--- src/rtl/cdc_handshake_rx.sv ---
// Destination-side endpoint of a 4-phase req/ack clock-domain crossing.
// The source request level is synchronized into clk_dest. The source bus is
// captured once per request and offered downstream as a valid/ready word.
// The acknowledge level goes back to the source once the consumer takes it.
module cdc_handshake_rx #(
  parameter int DATA_W      = 8,
  parameter int SYNC_STAGES = 2,
  parameter int CNT_W       = 16
) (
  input  logic              clk_dest,
  input  logic              rst_n,
  input  logic              src_req,
  input  logic [DATA_W-1:0] src_data,
  output logic              dst_ack,
  output logic              dst_valid,
  output logic [DATA_W-1:0] dst_data,
  input  logic              dst_ready,
  output logic              proto_err,
  output logic [CNT_W-1:0]  xfer_count
);

  typedef enum logic [1:0] {
    IDLE = 2'd0,
    HOLD = 2'd1,
    ACK  = 2'd2
  } state_t;

  logic [SYNC_STAGES-1:0] sync_q, sync_d;
  logic                   req_s;

  state_t                 state_q, state_d;
  logic                   dst_ack_q, dst_ack_d;
  logic                   dst_valid_q, dst_valid_d;
  logic [DATA_W-1:0]      dst_data_q, dst_data_d;
  logic                   proto_err_q, proto_err_d;
  logic [CNT_W-1:0]       xfer_count_q, xfer_count_d;

  // Plain shift chain for the request level; the FSM sees only the last stage
  always_comb begin
    sync_d = {sync_q[SYNC_STAGES-2:0], src_req};
  end

  assign req_s = sync_q[SYNC_STAGES-1];

  // Synchronizer flops, cleared asynchronously so a reset never leaves a stale request
  always_ff @(posedge clk_dest or negedge rst_n) begin
    if (!rst_n) begin
      sync_q <= '0;
    end else begin
      sync_q <= sync_d;
    end
  end

  // Handshake sequencing: capture on request, deliver the word, ack, and wait for the request to drop
  always_comb begin
    state_d      = state_q;
    dst_ack_d    = dst_ack_q;
    dst_valid_d  = dst_valid_q;
    dst_data_d   = dst_data_q;
    proto_err_d  = proto_err_q;
    xfer_count_d = xfer_count_q;

    unique case (state_q)
      IDLE: begin
        dst_valid_d = 1'b0;
        dst_ack_d   = 1'b0;
        if (req_s) begin
          dst_data_d  = src_data;
          dst_valid_d = 1'b1;
          state_d     = HOLD;
        end
      end

      HOLD: begin
        if (!req_s) begin
          proto_err_d = 1'b1;
        end
        if (dst_ready) begin
          dst_valid_d = 1'b0;
          dst_ack_d   = 1'b1;
          state_d     = ACK;
        end
      end

      ACK: begin
        if (!req_s) begin
          dst_ack_d    = 1'b0;
          xfer_count_d = xfer_count_q + CNT_W'(1);
          state_d      = IDLE;
        end
      end

      default: begin
        dst_valid_d = 1'b0;
        dst_ack_d   = 1'b0;
        state_d     = IDLE;
      end
    endcase
  end

  // State and registered outputs; dst_ack leaves the block straight from its flop
  always_ff @(posedge clk_dest or negedge rst_n) begin
    if (!rst_n) begin
      state_q      <= IDLE;
      dst_ack_q    <= 1'b0;
      dst_valid_q  <= 1'b0;
      dst_data_q   <= '0;
      proto_err_q  <= 1'b0;
      xfer_count_q <= '0;
    end else begin
      state_q      <= state_d;
      dst_ack_q    <= dst_ack_d;
      dst_valid_q  <= dst_valid_d;
      dst_data_q   <= dst_data_d;
      proto_err_q  <= proto_err_d;
      xfer_count_q <= xfer_count_d;
    end
  end

  assign dst_ack    = dst_ack_q;
  assign dst_valid  = dst_valid_q;
  assign dst_data   = dst_data_q;
  assign proto_err  = proto_err_q;
  assign xfer_count = xfer_count_q;

endmodule

--- config.mk ---
export PLATFORM = sky130hd
export DESIGN_NAME = cdc_handshake_rx
export DESIGN_NICKNAME = d
export VERILOG_FILES = /design/src/rtl/cdc_handshake_rx.sv
export SDC_FILE = /design/constraint.sdc
export NUM_CORES = 1
export LEC_CHECK = 0
export ABC_CLOCK_PERIOD_IN_PS = 3000
export BUFFER_PORTS_ARGS = -buffer_cell sky130_fd_sc_hd__buf_4
export CAP_MARGIN = 15
export CORE_ASPECT_RATIO = 1.75
export CORE_MARGIN = 1.5
export CORE_UTILIZATION = 50
export DETAILED_ROUTE_END_ITERATION = 16
export GPL_ROUTABILITY_DRIVEN = 1
export MAX_ROUTING_LAYER = met4
export PLACE_DENSITY = 0.78
export SLEW_MARGIN = 40
export SYNTH_ARGS = -nofsm -noshare
export SYNTH_HDL_FRONTEND = slang
export SYNTH_SLANG_ARGS = --single-unit
--- constraint.sdc ---
create_clock -name clk_dest -period 3 [get_ports clk_dest]
set_input_delay 0.3 -clock clk_dest [delete_from_list [all_inputs] [get_ports clk_dest]]
set_output_delay 0.3 -clock clk_dest [all_outputs]
set_load 0.01 [all_outputs]
==> results of run 1 <==
## power by group through the flow
stage               clock [mW]  combinational (mW)  sequential [mW]
floorplan                    0               0.199            0.639
global placement             0               0.389            0.623
detailed placement           0               0.402            0.632
CTS                      0.366               0.403            0.625
global route             0.384               0.441            0.647
finish                   0.354               0.395            0.624
## registers in the layout, summed over array words and instances (netlist names)
register	flops
dst_valid	1
xfer_count	16
dst_data	8
dst_ack	1
state_q	2
sync_q	2
proto_err	1
## cell type report
cell class	count	area [um^2]	area share, %
sequential	31	775.7	45.59
multi-input combinational	60	479.2	28.16
timing repair buffer	39	295.3	17.35
clock buffer	8	100.1	5.882
tap	26	32.53	1.912
inverter	5	18.77	1.103
## critical path: stages (launching register included)
cell,delay (ns)
sky130_fd_sc_hd__dfrtp_1,0.47
sky130_fd_sc_hd__nor3b_4,0.42
sky130_fd_sc_hd__and3_1,0.30
sky130_fd_sc_hd__and4_1,0.22
sky130_fd_sc_hd__xor2_1,0.14
## logic make-up (layout without fill, tap and decap cells)
family                     after synthesis  count (layout)  synth area share (%)
adders and majority gates                1               1                0.9726
xor gates and xnor gates                15              15                 10.21
buffers and inverters                    7              52                 2.432
AOI/OAI and AO/OA                        5               5                 2.724
muxes                                   10              10                 8.658
and+or+nand+nor                         29              29                 14.69
DFF                                     31              31                 60.31
## layout by cell type, fill, tap and decap left out, drive strengths merged, types with 3 or more instances in the layout
cell type,instances
buf,38
mux2,9
xor2,5
dfrtp,31
clkbuf,8
nand2,6
nor2,5
inv,5
nand4,3
and3,5
xnor2,10
nand3,3
## routing by layer
metal,global-route usage [%],vias to the layer above
met3,6.667,6
li1,-,421
met5,-,-
met1,21.35,440
met2,34.55,33
met4,9.677,0
## how the worst max path moves through the flow
stage | startpoint | to | depth (start not counted)
detailed placement | state_q[0] | xfer_count[10] | 4
floorplan | state_q[0] | xfer_count[10] | 5
finish | state_q[0] | xfer_count[10] | 4
CTS | state_q[0] | xfer_count[15] | 4
global route | state_q[1] | xfer_count[15] | 4
global placement | state_q[0] | xfer_count[15] | 4
## per-stage QoR
step | hold WS [ns] | util (%) | std cells
final | 0.1293 | 69.11 | 169
after CTS | 0.1178 | 69.11 | 169
after detailed placement | 0.2498 | 64.63 | 160
after floorplan | 0.004409 | - | 98
after global routing | 0.1188 | 69.11 | 169
after global placement | 0.2418 | 64.63 | 160
==> metrics.txt, run 1 <==
# TYPE chip_impl_metric gauge
chip_impl_metric{name="synth.lib_cells_used.distinct",unit=""} 26
chip_impl_metric{name="cell_internal_pwr",unit="mW"} 0.9665
chip_impl_metric{name="worst_skew_pair_later_pin_latency",unit="ns"} 0.28
chip_impl_info{name="timing.hold.worst.class",value="in2reg"} 1
chip_impl_metric{name="power.share.switching",unit="%"} 29.62
chip_impl_info{name="path_class",value="reg2reg"} 1
chip_impl_metric{name="static-leakage-power",unit="nW"} 0.8398
chip_impl_metric{name="number_of_antenna_violations_at_the_first_check_in_global_routing",unit=""} 0
chip_impl_metric{name="clkSinkCount",unit=""} 31
chip_impl_info{name="netlist_top_cells_area",value="sky130_fd_sc_hd__dfrtp_1 60%, sky130_fd_sc_hd__mux2_2 7.9%, sky130_fd_sc_hd__xnor2_1 6.8%, sky130_fd_sc_hd__xor2_1 3.4%, sky130_fd_sc_hd__and3_1 2.4%"} 1
chip_impl_info{name="rr_endpoint",value="xfer_count[10]"} 1
chip_impl_metric{name="cts_htree_levels",unit=""} 2
chip_impl_metric{name="postCtsSetupRepairBufs",unit=""} 0
chip_impl_metric{name="globalplace.congestion",unit=""} 0.7191
chip_impl_info{name="top_signal_layer_used",value="met4"} 1
chip_impl_metric{name="comb_power_share",unit="%"} 28.7
chip_impl_info{name="hp-start",value="src_req"} 1
chip_impl_metric{name="maxClockFrequency",unit="MHz"} 613.8
chip_impl_metric{name="drt_first_iter_violations",unit=""} 15
chip_impl_metric{name="route.detailed.vias_per_inst",unit=""} 5.325
chip_impl_metric{name="synthesized_area",unit="um^2"} 1286
chip_impl_metric{name="dieWidth",unit="um"} 41.34
chip_impl_info{name="tritoncts_clock_tree",value="built"} 1
chip_impl_metric{name="grt_usage",unit="%"} 21.18
chip_impl_metric{name="drcViolationCount",unit=""} 0
chip_impl_info{name="synth_most_common_cell",value="sky130_fd_sc_hd__dfrtp_1"} 1
chip_impl_metric{name="finish.instance_area",unit="um^2"} 1702
chip_impl_metric{name="path_max_fanout",unit=""} 9
chip_impl_metric{name="synthesis.nets",unit=""} 111
chip_impl_metric{name="dr_wl_met3",unit="um"} 153
chip_impl_metric{name="p_total",unit="mW"} 1.373
chip_impl_metric{name="hold_viol",unit=""} 0
chip_impl_info{name="category_of_the_worst_setup_path_capture_point",value="register"} 1
chip_impl_metric{name="detail_route.wl_per_cell",unit="um"} 14.06
chip_impl_metric{name="yosysWarningCount",unit=""} 0
chip_impl_metric{name="seq_power_share",unit="%"} 45.4
chip_impl_metric{name="cp_data_required_time",unit="ns"} 3.21
chip_impl_info{name="ys.flop_type",value="sky130_fd_sc_hd__dfrtp_1"} 1
chip_impl_metric{name="maxCapViolations",unit=""} 0
chip_impl_metric{name="post_synthesis_area_per_instance",unit="um^2"} 13.12
chip_impl_metric{name="grt_pass1_wl",unit="um"} 3967
chip_impl_metric{name="vias_in_the_first_global_route",unit=""} 941
chip_impl_metric{name="arrival_time_of_data_at_the_critical_path_endpoint",unit="ns"} 1.83
chip_impl_metric{name="post_cts_hold_buffer_count",unit=""} 1
chip_impl_metric{name="die-height",unit="um"} 70.10
chip_impl_metric{name="nFillCells",unit=""} 192
chip_impl_metric{name="numCtsBuffers",unit=""} 5
chip_impl_info{name="cts_root_buffer",value="sky130_fd_sc_hd__clkbuf_8"} 1
chip_impl_metric{name="drt_pass1_iterations",unit=""} 3
chip_impl_metric{name="net-switching-power",unit="mW"} 0.4067
chip_impl_metric{name="clockBufferDepth",unit=""} 2
chip_impl_metric{name="core_area",unit="um^2"} 2462
chip_impl_metric{name="postSynth.asyncResetShare",unit="%"} 100.0
chip_impl_metric{name="area_delta_synth_final",unit="%"} 32.30
chip_impl_info{name="netlist_top_cells_count",value="31 x sky130_fd_sc_hd__dfrtp_1, 10 x sky130_fd_sc_hd__xnor2_1, 9 x sky130_fd_sc_hd__mux2_2"} 1
chip_impl_metric{name="globalRoute.totalOverflow",unit=""} 0
chip_impl_metric{name="post_route_cells_drive_above_1_share",unit="%"} 40.56
chip_impl_metric{name="ff_to_ff_path_depth",unit=""} 4
chip_impl_metric{name="postRouteWirelength",unit="um"} 2376
chip_impl_metric{name="hpwl",unit="um"} 1755
chip_impl_metric{name="placementRows",unit=""} 24
chip_impl_metric{name="cellPowerDensity",unit="nW/um^2"} 807.0
chip_impl_metric{name="period_minus_slack",unit="ns"} 1.629
chip_impl_metric{name="placedInstanceArea",unit="um^2"} 1592
chip_impl_info{name="outcome",value="finished clean"} 1
chip_impl_metric{name="die_area",unit="um^2"} 2898
chip_impl_metric{name="num-nets-final",unit=""} 155
chip_impl_info{name="source_of_the_worst_register_to_register_timing_path",value="state_q[0]"} 1
chip_impl_metric{name="post-synth-top-area-fraction",unit="%"} 60.31
chip_impl_metric{name="antenna_left",unit=""} 0
chip_impl_metric{name="worstMarginPinSlew",unit="ns"} 0.6193
chip_impl_metric{name="ctsResizeCount",unit=""} 0
chip_impl_metric{name="tns",unit="ns"} 0
chip_impl_metric{name="final.setup_skew",unit="ns"} 0.005119
chip_impl_info{name="setup.worst_path.start_class",value="register"} 1
chip_impl_metric{name="detailedPlace.worstSlack",unit="ns"} 1.352
chip_impl_metric{name="dr_total_vias",unit=""} 900
chip_impl_metric{name="maxSlewHeadroom",unit="%"} 58.53
chip_impl_metric{name="n_antenna_cell",unit=""} 0
chip_impl_metric{name="floorplan.io_pins",unit=""} 39
chip_impl_metric{name="synth-edff-count",unit=""} 0
chip_impl_metric{name="buffers_on_ports",unit=""} 38
chip_impl_metric{name="clk_pin_slew",unit="ns"} 0.06
chip_impl_metric{name="grt_max_degree",unit=""} 32
chip_impl_info{name="hold_endpoint",value="sync_q[0]"} 1
chip_impl_metric{name="synth_sequential_area_ratio",unit="%"} 60.31
chip_impl_metric{name="ys_seq_elements",unit=""} 31
chip_impl_info{name="synth_largest_area_cell",value="sky130_fd_sc_hd__dfrtp_1"} 1
chip_impl_metric{name="post-route-period-util",unit="%"} 54.31
chip_impl_metric{name="met1Wirelength",unit="um"} 898
chip_impl_metric{name="r2r_setup_slack",unit="ns"} 1.37
chip_impl_metric{name="floorplan.initialDensity",unit="%"} 52.24
chip_impl_metric{name="final_max_slew_viol_count",unit=""} 0
chip_impl_metric{name="finalSetupViolations",unit=""} 0
chip_impl_metric{name="synthCells",unit=""} 98
chip_impl_metric{name="worst_hold_path.num_cells",unit=""} 1
chip_impl_metric{name="finalWorstSetupSlack",unit="ns"} 1.371
chip_impl_metric{name="pwr-share-clk",unit="%"} 25.8
chip_impl_metric{name="worst_ir_drop_vdd",unit="uV"} 564.7
chip_impl_info{name="grt_setup_unrepaired",value="false"} 1
chip_impl_metric{name="met2RoutedLength",unit="um"} 1265
Note: power is estimated with default switching activity, not from simulation.
==> run 2: changes to the inputs <==
--- a/config.mk
+++ b/config.mk
@@ -5,16 +5,16 @@
 export SDC_FILE = /design/constraint.sdc
 export NUM_CORES = 1
 export LEC_CHECK = 0
-export ABC_CLOCK_PERIOD_IN_PS = 3000
+export ABC_CLOCK_PERIOD_IN_PS = 1600
 export BUFFER_PORTS_ARGS = -buffer_cell sky130_fd_sc_hd__buf_4
 export CAP_MARGIN = 15
 export CORE_ASPECT_RATIO = 1.75
 export CORE_MARGIN = 1.5
-export CORE_UTILIZATION = 50
+export CORE_UTILIZATION = 49
 export DETAILED_ROUTE_END_ITERATION = 16
 export GPL_ROUTABILITY_DRIVEN = 1
 export MAX_ROUTING_LAYER = met4
-export PLACE_DENSITY = 0.78
+export PLACE_DENSITY = 0.77
 export SLEW_MARGIN = 40
 export SYNTH_ARGS = -nofsm -noshare
 export SYNTH_HDL_FRONTEND = slang
==> constraint.sdc (replaced) <==
create_clock -name clk_dest -period 1.6 [get_ports clk_dest]
set_input_delay 0.16 -clock clk_dest [delete_from_list [all_inputs] [get_ports clk_dest]]
set_output_delay 0.16 -clock clk_dest [all_outputs]
set_load 0.01 [all_outputs]
==> run 2 against run 1 <==
  * Sequential cell count is the same
  * Wire length is 3.2% higher
  * Die area increased by 1.9%
  * Global-route usage is 2.0 points lower
  * Sequential share of layout area decreased by 0.66 points
  * Combinational power is 92% higher
  * Total power increased by 88%
==> metrics.txt, run 2 (same netlist as run 1, synthesis figures left out) <==
# TYPE chip_impl_metric gauge
chip_impl_metric{name="cellPowerDensity",unit="nW/um^2"} 1499
chip_impl_metric{name="hpwl",unit="um"} 1742
chip_impl_metric{name="grt_usage",unit="%"} 19.20
chip_impl_metric{name="worstMarginPinSlew",unit="ns"} 0.3932
chip_impl_metric{name="worst_ir_drop_vdd",unit="uV"} 972.0
chip_impl_info{name="outcome",value="finished clean"} 1
chip_impl_metric{name="route.detailed.vias_per_inst",unit=""} 5.198
chip_impl_info{name="mostFrequentLayoutCell",value="sky130_fd_sc_hd__buf_4"} 1
chip_impl_info{name="timing.hold.worst.class",value="in2reg"} 1
chip_impl_metric{name="p_total",unit="mW"} 2.588
chip_impl_metric{name="clk_pin_slew",unit="ns"} 0.06
chip_impl_metric{name="tns",unit="ns"} 0
chip_impl_info{name="path_class",value="reg2reg"} 1
chip_impl_metric{name="worst_skew_pair_later_pin_latency",unit="ns"} 0.28
chip_impl_metric{name="post-route-period-util",unit="%"} 94.61
chip_impl_metric{name="ff_to_ff_path_depth",unit=""} 5
chip_impl_metric{name="hold_viol",unit=""} 0
chip_impl_info{name="cts_root_buffer",value="sky130_fd_sc_hd__clkbuf_8"} 1
chip_impl_metric{name="clkSinkCount",unit=""} 31
chip_impl_metric{name="antenna_left",unit=""} 0
chip_impl_metric{name="worst_hold_path.num_cells",unit=""} 2
chip_impl_metric{name="maxSlewHeadroom",unit="%"} 73.79
chip_impl_metric{name="numCtsBuffers",unit=""} 5
chip_impl_metric{name="static-leakage-power",unit="nW"} 0.8546
chip_impl_metric{name="postRouteWirelength",unit="um"} 2453
chip_impl_metric{name="post_route_cells_drive_above_1_share",unit="%"} 41.10
chip_impl_metric{name="number_of_antenna_violations_at_the_first_check_in_global_routing",unit=""} 0
chip_impl_info{name="layout.cells.most_common_list",value="40 x sky130_fd_sc_hd__buf_4, 31 x sky130_fd_sc_hd__dfrtp_1, 10 x sky130_fd_sc_hd__xnor2_1"} 1
chip_impl_metric{name="globalplace.congestion",unit=""} 0.7876
chip_impl_metric{name="placedInstanceArea",unit="um^2"} 1607
chip_impl_metric{name="drt_pass1_iterations",unit=""} 4
chip_impl_info{name="tritoncts_clock_tree",value="built"} 1
chip_impl_metric{name="grt_max_degree",unit=""} 32
chip_impl_metric{name="final.setup_skew",unit="ns"} 0.004569
chip_impl_metric{name="num-nets-final",unit=""} 158
chip_impl_metric{name="final_max_slew_viol_count",unit=""} 0
chip_impl_metric{name="ctsResizeCount",unit=""} 0
chip_impl_metric{name="drt_first_iter_violations",unit=""} 15
chip_impl_info{name="category_of_the_worst_setup_path_capture_point",value="register"} 1
chip_impl_metric{name="finish.instance_area",unit="um^2"} 1727
chip_impl_info{name="setup.worst_path.start_class",value="register"} 1
chip_impl_metric{name="detail_route.wl_per_cell",unit="um"} 14.26
chip_impl_metric{name="dr_total_vias",unit=""} 894
chip_impl_metric{name="maxClockFrequency",unit="MHz"} 660.6
chip_impl_metric{name="period_minus_slack",unit="ns"} 1.514
chip_impl_metric{name="drcViolationCount",unit=""} 0
chip_impl_metric{name="die_area",unit="um^2"} 2953
chip_impl_info{name="grt_setup_unrepaired",value="false"} 1
chip_impl_metric{name="floorplan.io_pins",unit=""} 39
chip_impl_metric{name="floorplan.initialDensity",unit="%"} 51.61
chip_impl_metric{name="placementRows",unit=""} 24
chip_impl_metric{name="dieWidth",unit="um"} 41.73
chip_impl_metric{name="arrival_time_of_data_at_the_critical_path_endpoint",unit="ns"} 1.67
chip_impl_metric{name="n_antenna_cell",unit=""} 0
chip_impl_metric{name="finalSetupViolations",unit=""} 0
chip_impl_metric{name="buffers_on_ports",unit=""} 38
chip_impl_metric{name="vias_in_the_first_global_route",unit=""} 905
chip_impl_metric{name="cts_htree_levels",unit=""} 2
chip_impl_metric{name="nFillCells",unit=""} 191
chip_impl_metric{name="globalRoute.totalOverflow",unit=""} 0
chip_impl_metric{name="cp_data_required_time",unit="ns"} 1.76
chip_impl_metric{name="core_area",unit="um^2"} 2492
chip_impl_metric{name="grt_pass1_wl",unit="um"} 4057
chip_impl_metric{name="maxCapViolations",unit=""} 0
chip_impl_metric{name="largest_reg_flops",unit=""} 16
chip_impl_metric{name="path_max_fanout",unit=""} 4
chip_impl_metric{name="clockBufferDepth",unit=""} 2
chip_impl_metric{name="die-height",unit="um"} 70.78
chip_impl_metric{name="area_delta_synth_final",unit="%"} 34.24
chip_impl_metric{name="finalHoldWorstSlack",unit="ns"} 0.09144
[run 2: path summary, 6_finish.rpt]
check / slack, ns / startpoint / to
max: 0.09 / xfer_count[0] / xfer_count[10]
min: 0.09 / dst_ready / state_q[0]
max reg2reg: 0.09 / xfer_count[0] / xfer_count[10]
min reg2reg: 0.36 / sync_q[0] / sync_q[1]
max in group asynchronous: 0.96 / rst_n / dst_data[4]
min in group asynchronous: 0.35 / rst_n / xfer_count[5]
[run 2: repair_timing]
| action | CTS | global route |
|---|---|---|
| hold buffers | 2 | 0 |
| hold endpoints to repair | 32 | 0 |
| setup buffers | 0 | 0 |
[run 2: critical path: stages (launching register included)]
cell and delay (ns):
sky130_fd_sc_hd__dfrtp_1 0.41, sky130_fd_sc_hd__ha_1 0.22, sky130_fd_sc_hd__and3_1 0.20, sky130_fd_sc_hd__and3_1 0.21, sky130_fd_sc_hd__and4_1 0.22, sky130_fd_sc_hd__xor2_1 0.14
[run 2: per-stage QoR]
step / utilization (%) / cells / worst slack (ns)
after floorplan: - / 98 / 0.09256
after global placement: 64.46 / 162 / 0.1281
after detailed placement: 64.46 / 162 / 0.1005
after CTS: 69.28 / 172 / 0.07940
after global routing: 69.28 / 172 / 0.009628
final: 69.28 / 172 / 0.08630
[run 2: power breakdown]
part	switching (mW)	internal, mW
combinational	0.307	0.453
clock	0.268	0.392
sequential	0.183	0.985
total	0.758	1.83
[run 2: layout make-up]
| class | count | area (um^2) | area share (%) |
|---|---|---|---|
| flip-flops and latches | 31 | 775.7 | 44.93 |
| multi-input cells | 60 | 479.2 | 27.75 |
| repair buffers | 42 | 320.3 | 18.55 |
| clock buffers | 8 | 100.1 | 5.797 |
| well taps | 26 | 32.53 | 1.884 |
| inverters | 5 | 18.77 | 1.087 |
[run 2: per-layer routing]
layer	track usage (%)	wire length (um)	vias up
met4	10.75	44	0
met3	5.357	106	4
li1	-	-	427
met1	18.43	924	437
met2	33.51	1378	26
met5	-	0	-
==> run 3: changes to the inputs <==
--- a/config.mk
+++ b/config.mk
@@ -15,6 +15,7 @@
 export GPL_ROUTABILITY_DRIVEN = 1
 export MAX_ROUTING_LAYER = met4
 export PLACE_DENSITY = 0.77
+export SETUP_SLACK_MARGIN = 0.15
 export SLEW_MARGIN = 40
 export SYNTH_ARGS = -nofsm -noshare
 export SYNTH_HDL_FRONTEND = slang
==> run 3 against run 2 <==
  * Register-to-register slack better by 0.11 ns
  * Wire length decreased by 0.69%
  * Non-clock buffer count grew 4
  * First-iteration DRC count rose by 67%
  * Core utilization up 2.7 points
  * Largest power group unchanged
  * Cell count rose by 2.3%
==> metrics.txt, run 3 (same netlist as run 1, synthesis figures left out) <==
# TYPE chip_impl_metric gauge
chip_impl_info{name="outcome",value="finished clean"} 1
chip_impl_metric{name="dp.cells",unit=""} 162
chip_impl_info{name="setup.worst_path.start_class",value="register"} 1
chip_impl_metric{name="arrival_time_of_data_at_the_critical_path_endpoint",unit="ns"} 1.59
chip_impl_metric{name="vias_in_the_first_global_route",unit=""} 942
chip_impl_metric{name="grt_max_degree",unit=""} 32
chip_impl_metric{name="final.setup_skew",unit="ns"} 0.008754
chip_impl_metric{name="cp_num_buf_inv",unit=""} 0
chip_impl_metric{name="detail_route.wl_per_cell",unit="um"} 13.84
chip_impl_info{name="grt_setup_unrepaired",value="true"} 1
chip_impl_metric{name="max_stage_delay",unit="ns"} 0.40
chip_impl_info{name="timing.critical_path.slowest_stage_cell",value="sky130_fd_sc_hd__dfrtp_1"} 1
chip_impl_metric{name="period_minus_slack",unit="ns"} 1.408
chip_impl_metric{name="number_of_antenna_violations_at_the_first_check_in_global_routing",unit=""} 0
chip_impl_metric{name="die_area",unit="um^2"} 2953
chip_impl_metric{name="drt_pass1_iterations",unit=""} 4
chip_impl_metric{name="clockBufferDepth",unit=""} 2
chip_impl_metric{name="largest_reg_flops",unit=""} 16
chip_impl_metric{name="grt_pass1_wl",unit="um"} 4146
chip_impl_metric{name="finish.instance_area",unit="um^2"} 1794
chip_impl_metric{name="tns",unit="ns"} 0
chip_impl_metric{name="hold_viol",unit=""} 0
chip_impl_metric{name="post_route_cells_drive_above_1_share",unit="%"} 46.67
chip_impl_metric{name="maxCapViolations",unit=""} 0
chip_impl_metric{name="num-nets-final",unit=""} 162
chip_impl_metric{name="final_cells",unit=""} 176
chip_impl_info{name="tritoncts_clock_tree",value="built"} 1
chip_impl_metric{name="final_max_slew_viol_count",unit=""} 0
chip_impl_metric{name="clk_pin_slew",unit="ns"} 0.07
chip_impl_metric{name="cts_htree_levels",unit=""} 2
chip_impl_metric{name="clkSinkCount",unit=""} 31
chip_impl_metric{name="worst_ir_drop_vdd",unit="uV"} 896.0
chip_impl_metric{name="drt_first_iter_violations",unit=""} 25
chip_impl_metric{name="floorplan.io_pins",unit=""} 39
chip_impl_metric{name="hpwl",unit="um"} 1762
chip_impl_info{name="layout.cells.most_common_list",value="44 x sky130_fd_sc_hd__buf_4, 28 x sky130_fd_sc_hd__dfrtp_1, 10 x sky130_fd_sc_hd__xnor2_1"} 1
chip_impl_info{name="path_class",value="reg2reg"} 1
chip_impl_metric{name="static-leakage-power",unit="nW"} 0.8818
chip_impl_metric{name="postRouteWirelength",unit="um"} 2436
chip_impl_metric{name="worstMarginPinSlew",unit="ns"} 0.3741
chip_impl_metric{name="area_delta_synth_final",unit="%"} 39.49
chip_impl_metric{name="globalRoute.totalOverflow",unit=""} 0
chip_impl_metric{name="placedInstanceArea",unit="um^2"} 1612
chip_impl_metric{name="path_max_fanout",unit=""} 4
chip_impl_metric{name="antenna_left",unit=""} 0
chip_impl_metric{name="globalplace.congestion",unit=""} 0.8633
chip_impl_metric{name="buffers_on_ports",unit=""} 38
chip_impl_metric{name="placementRows",unit=""} 24
chip_impl_metric{name="route.detailed.vias_per_inst",unit=""} 5.267
chip_impl_metric{name="maxClockFrequency",unit="MHz"} 710.0
chip_impl_info{name="timing.hold.worst.class",value="in2reg"} 1
chip_impl_info{name="crit_path_cell_trace",value="ha_2 > and3_1 > and3_4 > and4_1 > xor2_1"} 1
chip_impl_metric{name="die-height",unit="um"} 70.78
chip_impl_metric{name="worst_skew_pair_later_pin_latency",unit="ns"} 0.29
chip_impl_metric{name="maxSlewHeadroom",unit="%"} 75.06
chip_impl_metric{name="post-route-period-util",unit="%"} 88.03
chip_impl_info{name="mostFrequentLayoutCell",value="sky130_fd_sc_hd__buf_4"} 1
chip_impl_metric{name="n_antenna_cell",unit=""} 0
chip_impl_info{name="category_of_the_worst_setup_path_capture_point",value="register"} 1
chip_impl_metric{name="numCtsBuffers",unit=""} 5
chip_impl_metric{name="core_area",unit="um^2"} 2492
chip_impl_metric{name="drcViolationCount",unit=""} 0
chip_impl_metric{name="cellPowerDensity",unit="nW/um^2"} 1557
chip_impl_metric{name="cp_data_required_time",unit="ns"} 1.78
chip_impl_metric{name="dieWidth",unit="um"} 41.73
chip_impl_metric{name="finalSetupViolations",unit=""} 0
chip_impl_metric{name="grt_usage",unit="%"} 19.80
chip_impl_metric{name="floorplan.initialDensity",unit="%"} 51.61
chip_impl_info{name="cp_top_family",value="simple AND/OR/NAND/NOR gates"} 1
chip_impl_metric{name="dr_total_vias",unit=""} 927
chip_impl_info{name="cts_root_buffer",value="sky130_fd_sc_hd__clkbuf_8"} 1
## run 3: repair_timing
item / in CTS / in global routing
hold buffers: 2 / 0
cloned: 0 / 0
setup endpoints to repair: 1 / 6
pin swaps: 0 / 2
endpoints found under the hold margin: 32 / 0
buffers inserted: 1 / 3
resized for setup: 0 / 5
## run 3: cell type report
cell class	instances	area, um^2
Tap cell	26	32.53
Timing Repair Buffer	46	350.3
Fill cell	189	698.2
Inverter	5	18.77
Clock inverter	2	35.03
Clock buffer	6	82.58
Sequential cell	31	779.5
Multi-Input combinational cell	60	495.5
## run 3: path summary, 6_finish.rpt
check,endpoint,from,cells after the start,slack [ns]
worst max-delay path,xfer_count[10],xfer_count[0],5,0.19
worst min-delay path,dst_valid,dst_ready,2,0.09
worst max register to register,xfer_count[10],xfer_count[0],5,0.19
worst min register to register,sync_q[1],sync_q[0],0,0.35
max in group asynchronous,sync_q[1],rst_n,2,0.96
min in group asynchronous,dst_data[1],rst_n,2,0.33
## run 3: per-stage QoR
| step | utilization, % | hold slack (ns) | total power, mW | worst slack (ns) |
|---|---|---|---|---|
| 2_1_floorplan | - | -0.1356 | 1.589 | 0.1311 |
| 3_3_place_gp | 64.66 | 0.1044 | 1.914 | 0.1886 |
| 3_5_place_dp | 64.66 | 0.1066 | 1.948 | 0.1453 |
| 4_1_cts | 70.48 | 0.08426 | 2.770 | 0.1706 |
| 5_1_grt | 71.99 | 0.08181 | 2.945 | 0.09914 |
| 6_report | 71.99 | 0.09363 | 2.793 | 0.1915 |
## run 3: where the power goes
group          leakage, nW  switching, mW  total (mW)  internal (mW)
registers            0.391          0.166        1.16          0.991
clock network       0.0612          0.287       0.790          0.503
logic                0.429          0.346       0.848          0.502
## run 3: per-layer routing
metal	share of wire, %	wire length, um	GRT usage, %	vias to the layer above
met1	38	916	20.31	449
met5	0	0	-	-
met4	2.8	69	10.75	0
li1	-	-	-	436
met3	6.2	150	8.163	7
met2	53	1301	31.60	35
